File: config.mk
export PLATFORM = sky130hd
export DESIGN_NAME = switch_keyboard_tx_flat
export DESIGN_NICKNAME = d
export VERILOG_FILES = /design/src/rtl/switch_keyboard_tx_if.sv /design/src/rtl/switch_keyboard_tx.sv /design/src/flat_wrapper.sv
export SDC_FILE = /design/constraint.sdc
export NUM_CORES = 1
export LEC_CHECK = 0
export ABC_CLOCK_PERIOD_IN_PS = 5750
export CORE_MARGIN = 2
export CORE_UTILIZATION = 30
export CTS_BUF_LIST = sky130_fd_sc_hd__clkbuf_16
export CTS_CLUSTER_SIZE = 12
export DETAILED_ROUTE_END_ITERATION = 7
export PLACE_DENSITY_LB_ADDON = 0.08
export SLEW_MARGIN = 30
export SYNTH_ARGS = -nofsm -noshare
export SYNTH_HDL_FRONTEND = slang
export SYNTH_SLANG_ARGS = --single-unit
File: constraint.sdc
create_clock -name sysclk -period 5.75 [get_ports sysclk]
set_input_delay 1.725 -clock sysclk [delete_from_list [all_inputs] [get_ports sysclk]]
set_output_delay 1.725 -clock sysclk [all_outputs]
set_load 0.03 [all_outputs]
File: src/rtl/switch_keyboard_tx_if.sv
// -----------------------------------------------------------------------------
// switch_keyboard_tx_if
//
// Purpose : Bundles the board-side inputs (switches, push button) and the
//           UART/status outputs of switch_keyboard_tx into one port.
//
// Signals :
//   sw         [3:0]                    switch code, sw[0] = LSB (asynchronous)
//   btn                                 raw push button, active-high (asynchronous)
//   tx                                  UART serial out, idle high
//   busy                                high while a frame is on the line
//   fifo_level [$clog2(FIFO_DEPTH):0]   entries currently queued
//   invalid                             one-cycle pulse: press with unmapped code
//   overflow                            one-cycle pulse: press dropped, queue full
//
// Modports:
//   master : board/host side, drives sw/btn and observes the outputs
//   slave  : the keyboard transmitter itself
// -----------------------------------------------------------------------------
interface switch_keyboard_tx_if #(
   parameter int FIFO_DEPTH = 4
);

   logic [3:0]                  sw;
   logic                        btn;
   logic                        tx;
   logic                        busy;
   logic [$clog2(FIFO_DEPTH):0] fifo_level;
   logic                        invalid;
   logic                        overflow;

   modport master (
      output sw, btn,
      input  tx, busy, fifo_level, invalid, overflow
   );

   modport slave (
      input  sw, btn,
      output tx, busy, fifo_level, invalid, overflow
   );

endinterface : switch_keyboard_tx_if

File: src/rtl/switch_keyboard_tx.sv
// -----------------------------------------------------------------------------
// switch_keyboard_tx
//
// Purpose : Switch keyboard with a buffered 8N1 UART transmitter. Every
//           debounced press of the button samples the four switches, maps the
//           code to an ASCII character and queues it in a small FIFO. The
//           transmitter drains the FIFO onto the serial line, LSB first.
//
// Parameters:
//   CLKS_PER_BIT : sysclk cycles per UART bit (>= 2)
//   DEB_CYCLES   : consecutive stable cycles to accept a button change (>= 1)
//   FIFO_DEPTH   : character queue entries (power of 2, >= 2)
//   HEX_MODE     : 0 = digits plus 'u' on 1111, 1 = full hex 0-9,A-F
//
// Ports:
//   sysclk : system clock, all logic on the rising edge
//   rst_n  : asynchronous active-low reset (released synchronously inside)
//   bus    : switch_keyboard_tx_if.slave (sw, btn in; tx, busy, fifo_level,
//            invalid, overflow out)
//
// Timing from a press, with an empty queue and an idle transmitter:
//   edge E   : debounced state rises, press pulse registered
//   edge E+1 : character written into the FIFO
//   edge E+2 : character popped, tx drops for the start bit
// -----------------------------------------------------------------------------
module switch_keyboard_tx #(
   parameter int CLKS_PER_BIT = 868,
   parameter int DEB_CYCLES   = 1000000,
   parameter int FIFO_DEPTH   = 4,
   parameter int HEX_MODE     = 0
) (
   input logic                 sysclk,
   input logic                 rst_n,
   switch_keyboard_tx_if.slave bus
);

   localparam int AW = $clog2(FIFO_DEPTH);
   localparam int CW = $clog2(CLKS_PER_BIT);
   localparam int DW = $clog2(DEB_CYCLES + 1);

   localparam logic [CW-1:0] BIT_LAST = CW'(CLKS_PER_BIT - 1);
   localparam logic [DW-1:0] DEB_LAST = DW'(DEB_CYCLES - 1);

   typedef enum logic [1:0] {
      IDLE,
      START,
      DATA,
      STOP
   } state_t;

   // ---------------------------------------------------------------------------
   // Reset synchroniser: assertion takes effect at once, release is aligned to
   // sysclk so no flop sees reset removal near its clock edge.
   // ---------------------------------------------------------------------------
   logic [1:0] r_rst_sync;
   logic       w_rst_n;

   // NOTE: sequential state is always written with <= so every flop samples
   // the pre-edge values of its neighbours regardless of block ordering.
   always_ff @(posedge sysclk or negedge rst_n) begin
      if (!rst_n) begin
         r_rst_sync <= 2'b00;
      end else begin
         r_rst_sync <= {r_rst_sync[0], 1'b1};
      end
   end

   assign w_rst_n = r_rst_sync[1];

   // ---------------------------------------------------------------------------
   // Input synchronisers for the asynchronous button and switches
   // ---------------------------------------------------------------------------
   logic       r_btn_meta;
   logic       r_btn_sync;
   logic [3:0] r_sw_meta;
   logic [3:0] r_sw_sync;

   always_ff @(posedge sysclk or negedge w_rst_n) begin
      if (!w_rst_n) begin
         r_btn_meta <= 1'b0;
         r_btn_sync <= 1'b0;
         r_sw_meta  <= 4'h0;
         r_sw_sync  <= 4'h0;
      end else begin
         r_btn_meta <= bus.btn;
         r_btn_sync <= r_btn_meta;
         r_sw_meta  <= bus.sw;
         r_sw_sync  <= r_sw_meta;
      end
   end

   // ---------------------------------------------------------------------------
   // Debounce and press detection. The counter only runs while the synced
   // button disagrees with the accepted state, so any bounce back to the
   // accepted level restarts the qualification window. r_press is high for
   // the single cycle after the accepted state rises.
   // ---------------------------------------------------------------------------
   logic [DW-1:0] r_deb_cnt;
   logic          r_btn_deb;
   logic          r_press;

   always_ff @(posedge sysclk or negedge w_rst_n) begin
      if (!w_rst_n) begin
         r_deb_cnt <= '0;
         r_btn_deb <= 1'b0;
         r_press   <= 1'b0;
      end else begin
         r_press <= 1'b0;
         if (r_btn_sync != r_btn_deb) begin
            if (r_deb_cnt == DEB_LAST) begin
               r_deb_cnt <= '0;
               r_btn_deb <= ~r_btn_deb;
               r_press   <= ~r_btn_deb;
            end else begin
               r_deb_cnt <= r_deb_cnt + DW'(1);
            end
         end else begin
            r_deb_cnt <= '0;
         end
      end
   end

   // ---------------------------------------------------------------------------
   // Switch code to ASCII
   // ---------------------------------------------------------------------------
   logic [7:0] w_char;
   logic       w_mapped;

   // NOTE: every signal assigned in always_comb gets a default first, so no
   // path leaves it unassigned and no latch is inferred.
   always_comb begin
      w_char   = 8'h00;
      w_mapped = 1'b0;
      if (r_sw_sync <= 4'd9) begin
         w_char   = 8'h30 + {4'h0, r_sw_sync};
         w_mapped = 1'b1;
      end else if (HEX_MODE != 0) begin
         // 0x37 + 10 = 'A'
         w_char   = 8'h37 + {4'h0, r_sw_sync};
         w_mapped = 1'b1;
      end else if (r_sw_sync == 4'hF) begin
         w_char   = 8'h75;
         w_mapped = 1'b1;
      end
   end

   // ---------------------------------------------------------------------------
   // Character FIFO. Pointers carry one extra wrap bit so full and empty are
   // told apart by comparing pointers alone. A press into a full queue is still
   // accepted when the transmitter pops in the same cycle.
   // ---------------------------------------------------------------------------
   state_t      r_state;
   logic [AW:0] r_wptr;
   logic [AW:0] r_rptr;
   logic [7:0]  r_mem [FIFO_DEPTH];
   logic        w_empty;
   logic        w_full;
   logic        w_pop;
   logic        w_push;
   logic        r_invalid;
   logic        r_overflow;

   assign w_empty = (r_wptr == r_rptr);
   assign w_full  = (r_wptr[AW] != r_rptr[AW]) &&
                    (r_wptr[AW-1:0] == r_rptr[AW-1:0]);
   assign w_pop   = (r_state == IDLE) && !w_empty;
   assign w_push  = r_press && w_mapped && (!w_full || w_pop);

   // NOTE: the storage array has no reset; the pointers define which entries
   // are valid, so clearing the data would only cost reset routing.
   always_ff @(posedge sysclk) begin
      if (w_push) begin
         r_mem[r_wptr[AW-1:0]] <= w_char;
      end
   end

   always_ff @(posedge sysclk or negedge w_rst_n) begin
      if (!w_rst_n) begin
         r_wptr     <= '0;
         r_rptr     <= '0;
         r_invalid  <= 1'b0;
         r_overflow <= 1'b0;
      end else begin
         if (w_push) begin
            r_wptr <= r_wptr + (AW+1)'(1);
         end
         if (w_pop) begin
            r_rptr <= r_rptr + (AW+1)'(1);
         end
         r_invalid  <= r_press && !w_mapped;
         r_overflow <= r_press && w_mapped && w_full && !w_pop;
      end
   end

   // ---------------------------------------------------------------------------
   // 8N1 transmitter. tx is registered and always reflects the bit currently
   // on the line; r_shift holds the remaining data bits with the active one in
   // bit 0. Leaving STOP costs one IDLE cycle before the next pop, which gives
   // a single extra high cycle between back-to-back frames.
   // ---------------------------------------------------------------------------
   logic [CW-1:0] r_clk_cnt;
   logic [2:0]    r_bit_idx;
   logic [7:0]    r_shift;
   logic          r_tx;
   logic          r_busy;

   always_ff @(posedge sysclk or negedge w_rst_n) begin
      if (!w_rst_n) begin
         r_state   <= IDLE;
         r_clk_cnt <= '0;
         r_bit_idx <= 3'd0;
         r_shift   <= 8'h00;
         r_tx      <= 1'b1;
         r_busy    <= 1'b0;
      end else begin
         case (r_state)
            IDLE: begin
               r_tx      <= 1'b1;
               r_busy    <= 1'b0;
               r_clk_cnt <= '0;
               if (w_pop) begin
                  r_shift <= r_mem[r_rptr[AW-1:0]];
                  r_tx    <= 1'b0;
                  r_busy  <= 1'b1;
                  r_state <= START;
               end
            end

            START: begin
               if (r_clk_cnt == BIT_LAST) begin
                  r_clk_cnt <= '0;
                  r_bit_idx <= 3'd0;
                  r_tx      <= r_shift[0];
                  r_state   <= DATA;
               end else begin
                  r_clk_cnt <= r_clk_cnt + CW'(1);
               end
            end

            DATA: begin
               if (r_clk_cnt == BIT_LAST) begin
                  r_clk_cnt <= '0;
                  if (r_bit_idx == 3'd7) begin
                     r_tx    <= 1'b1;
                     r_state <= STOP;
                  end else begin
                     r_bit_idx <= r_bit_idx + 3'd1;
                     r_shift   <= {1'b0, r_shift[7:1]};
                     r_tx      <= r_shift[1];
                  end
               end else begin
                  r_clk_cnt <= r_clk_cnt + CW'(1);
               end
            end

            STOP: begin
               if (r_clk_cnt == BIT_LAST) begin
                  r_clk_cnt <= '0;
                  r_busy    <= 1'b0;
                  r_state   <= IDLE;
               end else begin
                  r_clk_cnt <= r_clk_cnt + CW'(1);
               end
            end

            default: begin
               r_tx    <= 1'b1;
               r_busy  <= 1'b0;
               r_state <= IDLE;
            end
         endcase
      end
   end

   // ---------------------------------------------------------------------------
   // Outputs
   // ---------------------------------------------------------------------------
   assign bus.tx         = r_tx;
   assign bus.busy       = r_busy;
   assign bus.fifo_level = r_wptr - r_rptr;
   assign bus.invalid    = r_invalid;
   assign bus.overflow   = r_overflow;

endmodule : switch_keyboard_tx

File: src/flat_wrapper.sv
// flat-port wrapper written by rule: the top's interface ports become plain ports
module switch_keyboard_tx_flat 
#(
   parameter int CLKS_PER_BIT = 868,
   parameter int DEB_CYCLES   = 1000000,
   parameter int FIFO_DEPTH   = 4,
   parameter int HEX_MODE     = 0
)
  (sysclk, rst_n, bus_sw, bus_btn, bus_tx, bus_busy, bus_fifo_level, bus_invalid, bus_overflow);
  switch_keyboard_tx_if #(.FIFO_DEPTH(FIFO_DEPTH)) bus_i ();
  input logic sysclk;
  input logic rst_n;
  input wire logic [$bits(bus_i.sw)-1:0] bus_sw;
  input wire logic [$bits(bus_i.btn)-1:0] bus_btn;
  output wire logic [$bits(bus_i.tx)-1:0] bus_tx;
  output wire logic [$bits(bus_i.busy)-1:0] bus_busy;
  output wire logic [$bits(bus_i.fifo_level)-1:0] bus_fifo_level;
  output wire logic [$bits(bus_i.invalid)-1:0] bus_invalid;
  output wire logic [$bits(bus_i.overflow)-1:0] bus_overflow;
  assign bus_i.sw = bus_sw;
  assign bus_i.btn = bus_btn;
  assign bus_tx = bus_i.tx;
  assign bus_busy = bus_i.busy;
  assign bus_fifo_level = bus_i.fifo_level;
  assign bus_invalid = bus_i.invalid;
  assign bus_overflow = bus_i.overflow;
  switch_keyboard_tx #(.CLKS_PER_BIT(CLKS_PER_BIT), .DEB_CYCLES(DEB_CYCLES), .FIFO_DEPTH(FIFO_DEPTH), .HEX_MODE(HEX_MODE)) u_core (.sysclk(sysclk), .rst_n(rst_n), .bus(bus_i));
endmodule
==> results of run 1 <==
## routing by layer
layer	global-route usage	wire length, um	share of wire	vias to the layer above
met3	0.04182	252	0.030	10
met4	0.04095	120	0.014	0
met1	0.1801	4322	0.51	1281
li1	-	-	-	1325
met2	0.1840	3765	0.45	26
met5	0	0	0	-
## kinds of logic (layout without fill, tap and decap cells)
logic type | count (synthesis) | count (layout) | share of synthesized area
other cells | 1 | 1 | 0.0008859
mux | 16 | 16 | 0.05675
simple gates | 117 | 117 | 0.1484
fa+ha+maj | 18 | 18 | 0.05498
xor+xnor | 27 | 27 | 0.05587
flops | 90 | 90 | 0.5607
buf+inv | 28 | 49 | 0.02542
compound gates | 61 | 61 | 0.09696
## Yosys cell counts (8+ instances only)
master,number
dfrtp_1,65
xnor2_1,14
a21oi_1,11
and2_1,8
o21ai_0,23
xor2_1,13
edfxtp_1,24
clkbuf_1,8
nand3_1,15
nand2_1,17
ha_1,17
inv_1,16
nor2_1,31
## power groups by stage
stage	clock, mW	combinational (mW)	sequential (mW)
2_1_floorplan	0	0.00840	0.685
3_3_place_gp	0	0.0214	0.685
3_5_place_dp	0	0.0212	0.685
4_1_cts	0.613	0.0213	0.672
5_1_grt	0.631	0.0237	0.673
6_report	0.589	0.0205	0.671
## metrics by stage
stage | cell area [um2] | hold slack, ns | setup slack [ns] | cells
final | 4875 | 0.3445 | 1.505 | 559
after CTS | 4875 | 0.3505 | 1.457 | 559
after global routing | 4875 | 0.3556 | 1.359 | 559
after floorplan | 4233 | 0.3312 | 2.404 | 358
after global placement | 4579 | 0.3318 | 1.865 | 543
after detailed placement | 4579 | 0.3347 | 1.864 | 543
## area by class of cell
type,count,area (um2)
Fill cell,1372,8952
Sequential cell,90,2375
Multi-Input combinational cell,240,1763
Clock buffer,9,225.2
Tap cell,180,225.2
Timing Repair Buffer,16,152.6
Clock inverter,7,70.07
Inverter,17,63.81
## critical path: stages (launching register included)
cell and delay [ns]:
dfrtp_1 0.56, ha_1 0.31, fa_1 0.43, xnor2_1 0.17, clkdlybuf4s50_1 0.69
## registers in the layout (all words and copies together), names as in the netlist
| signal | flops |
|---|---|
| u_core.bus.busy | 1 |
| u_core.bus.invalid | 1 |
| u_core.bus.overflow | 1 |
| u_core.bus.tx | 1 |
| u_core.r_bit_idx | 3 |
| u_core.r_btn_deb | 1 |
| u_core.r_btn_meta | 1 |
| u_core.r_btn_sync | 1 |
| u_core.r_clk_cnt | 10 |
| u_core.r_deb_cnt | 20 |
| u_core.r_mem | 24 |
| u_core.r_press | 1 |
| u_core.r_rptr | 3 |
| u_core.r_rst_sync | 2 |
| u_core.r_shift | 7 |
| u_core.r_state | 2 |
| u_core.r_sw_meta | 4 |
| u_core.r_sw_sync | 4 |
| u_core.r_wptr | 3 |
## layout by cell type, fill, tap and decap left out, drive strengths merged, types with 6 or more instances in the layout
master | Yosys | final
a21oi | 11 | 11
mux2i | 6 | 6
nor2b | 6 | 6
nor2 | 31 | 31
clkbuf | 8 | 9
xnor2 | 14 | 14
inv | 16 | 21
dfrtp | 65 | 65
nand2 | 17 | 17
mux4 | 6 | 6
and2 | 8 | 8
ha | 17 | 17
xor2 | 13 | 13
nand3 | 15 | 15
clkdlybuf4s50 | 0 | 13
edfxtp | 24 | 24
o21ai | 23 | 23
nor3 | 7 | 7
## worst min-delay path by stage
stage / cells past startpoint / slack [ns] / endpoint
final: 0 / 0.34 / u_core.r_btn_sync$_DFF_PN0_
after global routing: 0 / 0.36 / u_core.r_sw_sync[2]$_DFF_PN0_
after CTS: 0 / 0.35 / u_core.r_sw_sync[3]$_DFF_PN0_
after detailed placement: 0 / 0.33 / u_core.r_sw_sync[0]$_DFF_PN0_
after global placement: 0 / 0.33 / u_core.r_sw_sync[3]$_DFF_PN0_
after floorplan: 0 / 0.33 / u_core.r_btn_sync$_DFF_PN0_
==> results.md, run 1 <==
- Final Total Pwr: 1.281 mW
- Post-Syn Area: 4233 um2
- Initial antenna violation count: 0
- Psw: 0.3029 mW
- Clock Power Share: 0.460
- Core ar.: 13830 um2
- Worst Path Arrival: 2.52 ns
- CP max FO: 9
- Reg2reg setup slack: 3.43 ns
- WP data required: 4.03 ns
- Post-DR wirelength/cell: 15.13 um
- Period utilization: 0.7383
- Synth unique cells: 52
- Final min period: 4.245 ns
- Net Sw Frac: 0.2365
- First-pass GRT wire length: 14380 um
- Leak: 1.931 nW
- Worst-Skew Late Latency: 0.35 ns
- Post-CTS Setup Inserts: 0
- Fin util: 0.3525
- Mapped Cells: 358
- Max rail drop VDD: 0.1862 mV
- Slew headroom: 0.4436
- Pwr dens: 262.7 nW/um2
- Chip width: 122.8 um
- Clock Sinks: 90
- Nets: 399
- Mapped Avg Cell Area: 11.82 um2
- Status: finished, final reports clean
- I/O pin count: 14
- CTS clk-pin slew, worst paths: 0.07 ns
- Critical Path Source Type: register
- PortBufs: 13
- Remaining DRCs: 0
- CTS Buf Count: 9
- Ys Warns: 0
- R2R cell count: 5
- Syn_nets: 383
- Critical Path Sink Type: primary output
- Hold Fails Final Rpt: 0
- Setup TNS: 0 ns
- Vias: 2642
- Worst-Margin Slew: 0.8286 ns
- Gr usage total: 0.1275
- Maxcap violations: 0
- Vias in the first global route: 2641
- Synth top area cells: dfrtp_1 38%, edfxtp_1 17%, ha_1 5.0%
- Placer Congestion: 0.7254
- Final clock skew: 0.007201 ns
- Top FF cell, synth: dfrtp_1
- Leading area contributor after synthesis: dfrtp_1
- Drt pass-1 iters: 4
- Share of post-route cells with drive strength above 1: 0.1055
- RSZ-0062 raised after global routing: no
- CTS Root Cell: clkbuf_16
- Sequential share of power: 0.524
- Row cnt: 43
- R2R Path Start: u_core.r_rptr[0]$_DFFE_PN0N_
- Post-synth EDFFs: 24
- Die ar.: 15070 um2
- Comb power frac: 0.016
- Share of the synthesized area in the top cell type: 0.3843
- Final HPWL DP: 5798 um
- Critical path destination: bus_fifo_level[2]
- GRT Residual Overflow: 0
- Async S/R FF share, synth: 0.7333
- Hold-fix buffers, CTS: 0
- Reg-to-reg endpoint: u_core.r_state[1]$_DFFE_PN0P_
- Cts repair resizes: 0
- Peak Freq: 235.6 MHz
- Setup-failing EPs final: 0
- Clk buf depth: 2
- Final Routed Wirelength: 8460 um
- CP Class: reg2out
- Crit path from: u_core.r_rptr[0]$_DFFE_PN0N_
- Antenna diode count: 0
- Vias per cell: 4.726
- Sequential area share after synthesis: 0.5607
- Die height: 122.8 um
- Max-slew violation count: 0
- Internal power: 0.9776 mW
- CTS tree: built
- Final antenna-violating net count: 0
- 1st-iter DRT viols: 172
- Largest net degree at the start of global routing: 35
- Worst min path class: reg2async
- Syn-to-layout area delta: 15.16%
- Initial core utilization: 0.3061
- Synthesis-stage register bit count: 90
- CTS H-tree lvls: 3
Note: power is estimated with default switching activity, not from simulation.
==> run 2, diff against run 1 <==
--- a/config.mk
+++ b/config.mk
@@ -5,7 +5,7 @@
 export SDC_FILE = /design/constraint.sdc
 export NUM_CORES = 1
 export LEC_CHECK = 0
-export ABC_CLOCK_PERIOD_IN_PS = 5750
+export ABC_CLOCK_PERIOD_IN_PS = 4000
 export CORE_MARGIN = 2
 export CORE_UTILIZATION = 30
 export CTS_BUF_LIST = sky130_fd_sc_hd__clkbuf_16
==> constraint.sdc (replaced) <==
create_clock -name sysclk -period 4 [get_ports sysclk]
set_input_delay 1.2 -clock sysclk [delete_from_list [all_inputs] [get_ports sysclk]]
set_output_delay 1.2 -clock sysclk [all_outputs]
set_load 0.03 [all_outputs]
==> results.md, run 2 (synthesis gave the netlist of run 1 again) <==
- Status: finished, final reports clean
- Largest register FFs: 24
- Hold-fix buffers, CTS: 0
- Reg2reg setup slack: 1.61 ns
- CTS clk-pin slew, worst paths: 0.07 ns
- Fillers: 1370
- Crit path from: u_core.r_rptr[0]$_DFFE_PN0N_
- Antenna diode count: 0
- RSZ-0062 raised after global routing: no
- Final Routed Wirelength: 8308 um
- Vias per cell: 4.838
- Final clock skew: 0.007297 ns
- Row cnt: 43
- Period utilization: 0.9268
- 1st-iter DRT viols: 164
- Commonest non-fill, non-tap cell in the layout: dfrtp_1
- Reg-to-reg endpoint: u_core.r_shift[3]$_DFFE_PN0P_
- Initial antenna violation count: 0
- Hold Slack: 0.3216 ns
- Critical Path Sink Type: primary output
- Chip width: 122.8 um
- CP max FO: 9
- Post-CTS Setup Inserts: 0
- Non-filler cells in the finished layout: 560
- R2R Path Start: u_core.r_rptr[1]$_DFFE_PN0N_
- Share of post-route cells with drive strength above 1: 0.1079
- Post-DR wirelength/cell: 14.84 um
- Nets: 400
- Leak: 1.941 nW
- Setup TNS: 0 ns
- R2R cell count: 6
- Worst min path class: reg2async
- Final HPWL DP: 5711 um
- Max rail drop VDD: 0.2590 mV
- Largest net degree at the start of global routing: 43
- CTS Root Cell: clkbuf_16
- Vias in the first global route: 2646
- CTS H-tree lvls: 3
- Core ar.: 13830 um2
- Max-slew violation count: 0
- I/O pin count: 14
- CP Class: reg2out
- CTS Buf Count: 9
- Gr usage total: 0.1239
- Maxcap violations: 0
- Worst-Skew Late Latency: 0.35 ns
- First-pass GRT wire length: 14010 um
- Drt pass-1 iters: 8
- Clk buf depth: 2
- Die ar.: 15070 um2
- Pwr dens: 377.2 nW/um2
- Pre-CTS setup slack: 0.6521 ns
- PortBufs: 13
- Most frequent cells in the layout: 64 x dfrtp_1, 31 x nor2_1, 24 x edfxtp_1, 23 x o21ai_0
- Placer Congestion: 0.7016
- Hold Fails Final Rpt: 0
- Initial core utilization: 0.3061
- Peak Freq: 269.7 MHz
- CTS tree: built
- Final WS setup: 0.2928 ns
- Slew headroom: 0.4374
- Cts repair resizes: 0
- Worst Path Arrival: 2.51 ns
- Setup-failing EPs final: 0
- Final antenna-violating net count: 0
- Critical Path Source Type: register
- WP data required: 2.80 ns
- GRT Residual Overflow: 0
- Vias: 2709
- Remaining DRCs: 0
- Final min period: 3.707 ns
- Die height: 122.8 um
- Clock Sinks: 90
- Syn-to-layout area delta: 15.55%
- Dpl cells: 544
- Worst-Margin Slew: 0.8351 ns
==> run 2: cell types whose count changed in the layout (fill, tap and decap cells not counted) <==
cell and delta:
buf_4 +1, inv_6 +1, clkinvlp_4 -1, o21ai_0 +1, dfrtp_4 +1, inv_8 -1, clkinv_8 +1, dfrtp_2 -1
o21ai_1 -1
==> run 2: worst max path at each step <==
stage	to	depth (start not counted)
global placement	bus_fifo_level[2]	4
floorplan	bus_fifo_level[2]	4
CTS	bus_fifo_level[2]	4
finish	bus_fifo_level[2]	4
global route	bus_fifo_level[2]	4
detailed placement	bus_fifo_level[2]	4
==> run 2: stage by stage <==
step           power (mW)  area [um2]  utilization
3_5_place_dp        1.015        4589       0.3319
6_report            1.845        4891       0.3537
3_3_place_gp        1.014        4587       0.3317
4_1_cts             1.879        4891       0.3537
2_1_floorplan      0.9965        4233            -
5_1_grt             1.922        4891       0.3537
==> run 2: per-layer routing <==
metal / vias up / wire length [um] / global-route usage
li1: 1322 / - / -
met1: 1348 / 4301 / 0.1775
met2: 34 / 3627 / 0.1747
met3: 5 / 286 / 0.04461
met4: 0 / 92 / 0.03664
met5: - / 0 / 0
==> run 2: layout make-up <==
cell class / count / area [um2] / area share
Clock buffer: 9 / 225.2 / 0.04605
Clock inverter: 7 / 76.32 / 0.01561
Inverter: 17 / 63.81 / 0.01305
Multi-Input combinational cell: 240 / 1763 / 0.3605
Sequential cell: 90 / 2377 / 0.4861
Tap cell: 180 / 225.2 / 0.04605
Timing Repair Buffer: 17 / 160.2 / 0.03275
==> run 2: worst max-delay path, cell delays in order (launching register included) <==
cell and delay [ns]:
dfrtp_1 0.56, ha_1 0.31, fa_1 0.43, xnor2_1 0.16, clkdlybuf4s50_1 0.69
==> run 2: power by group <==
part	total (mW)	internal, mW	switching [mW]
clock network	0.851	0.445	0.406
logic	0.0274	0.0114	0.0160
registers	0.966	0.952	0.0145
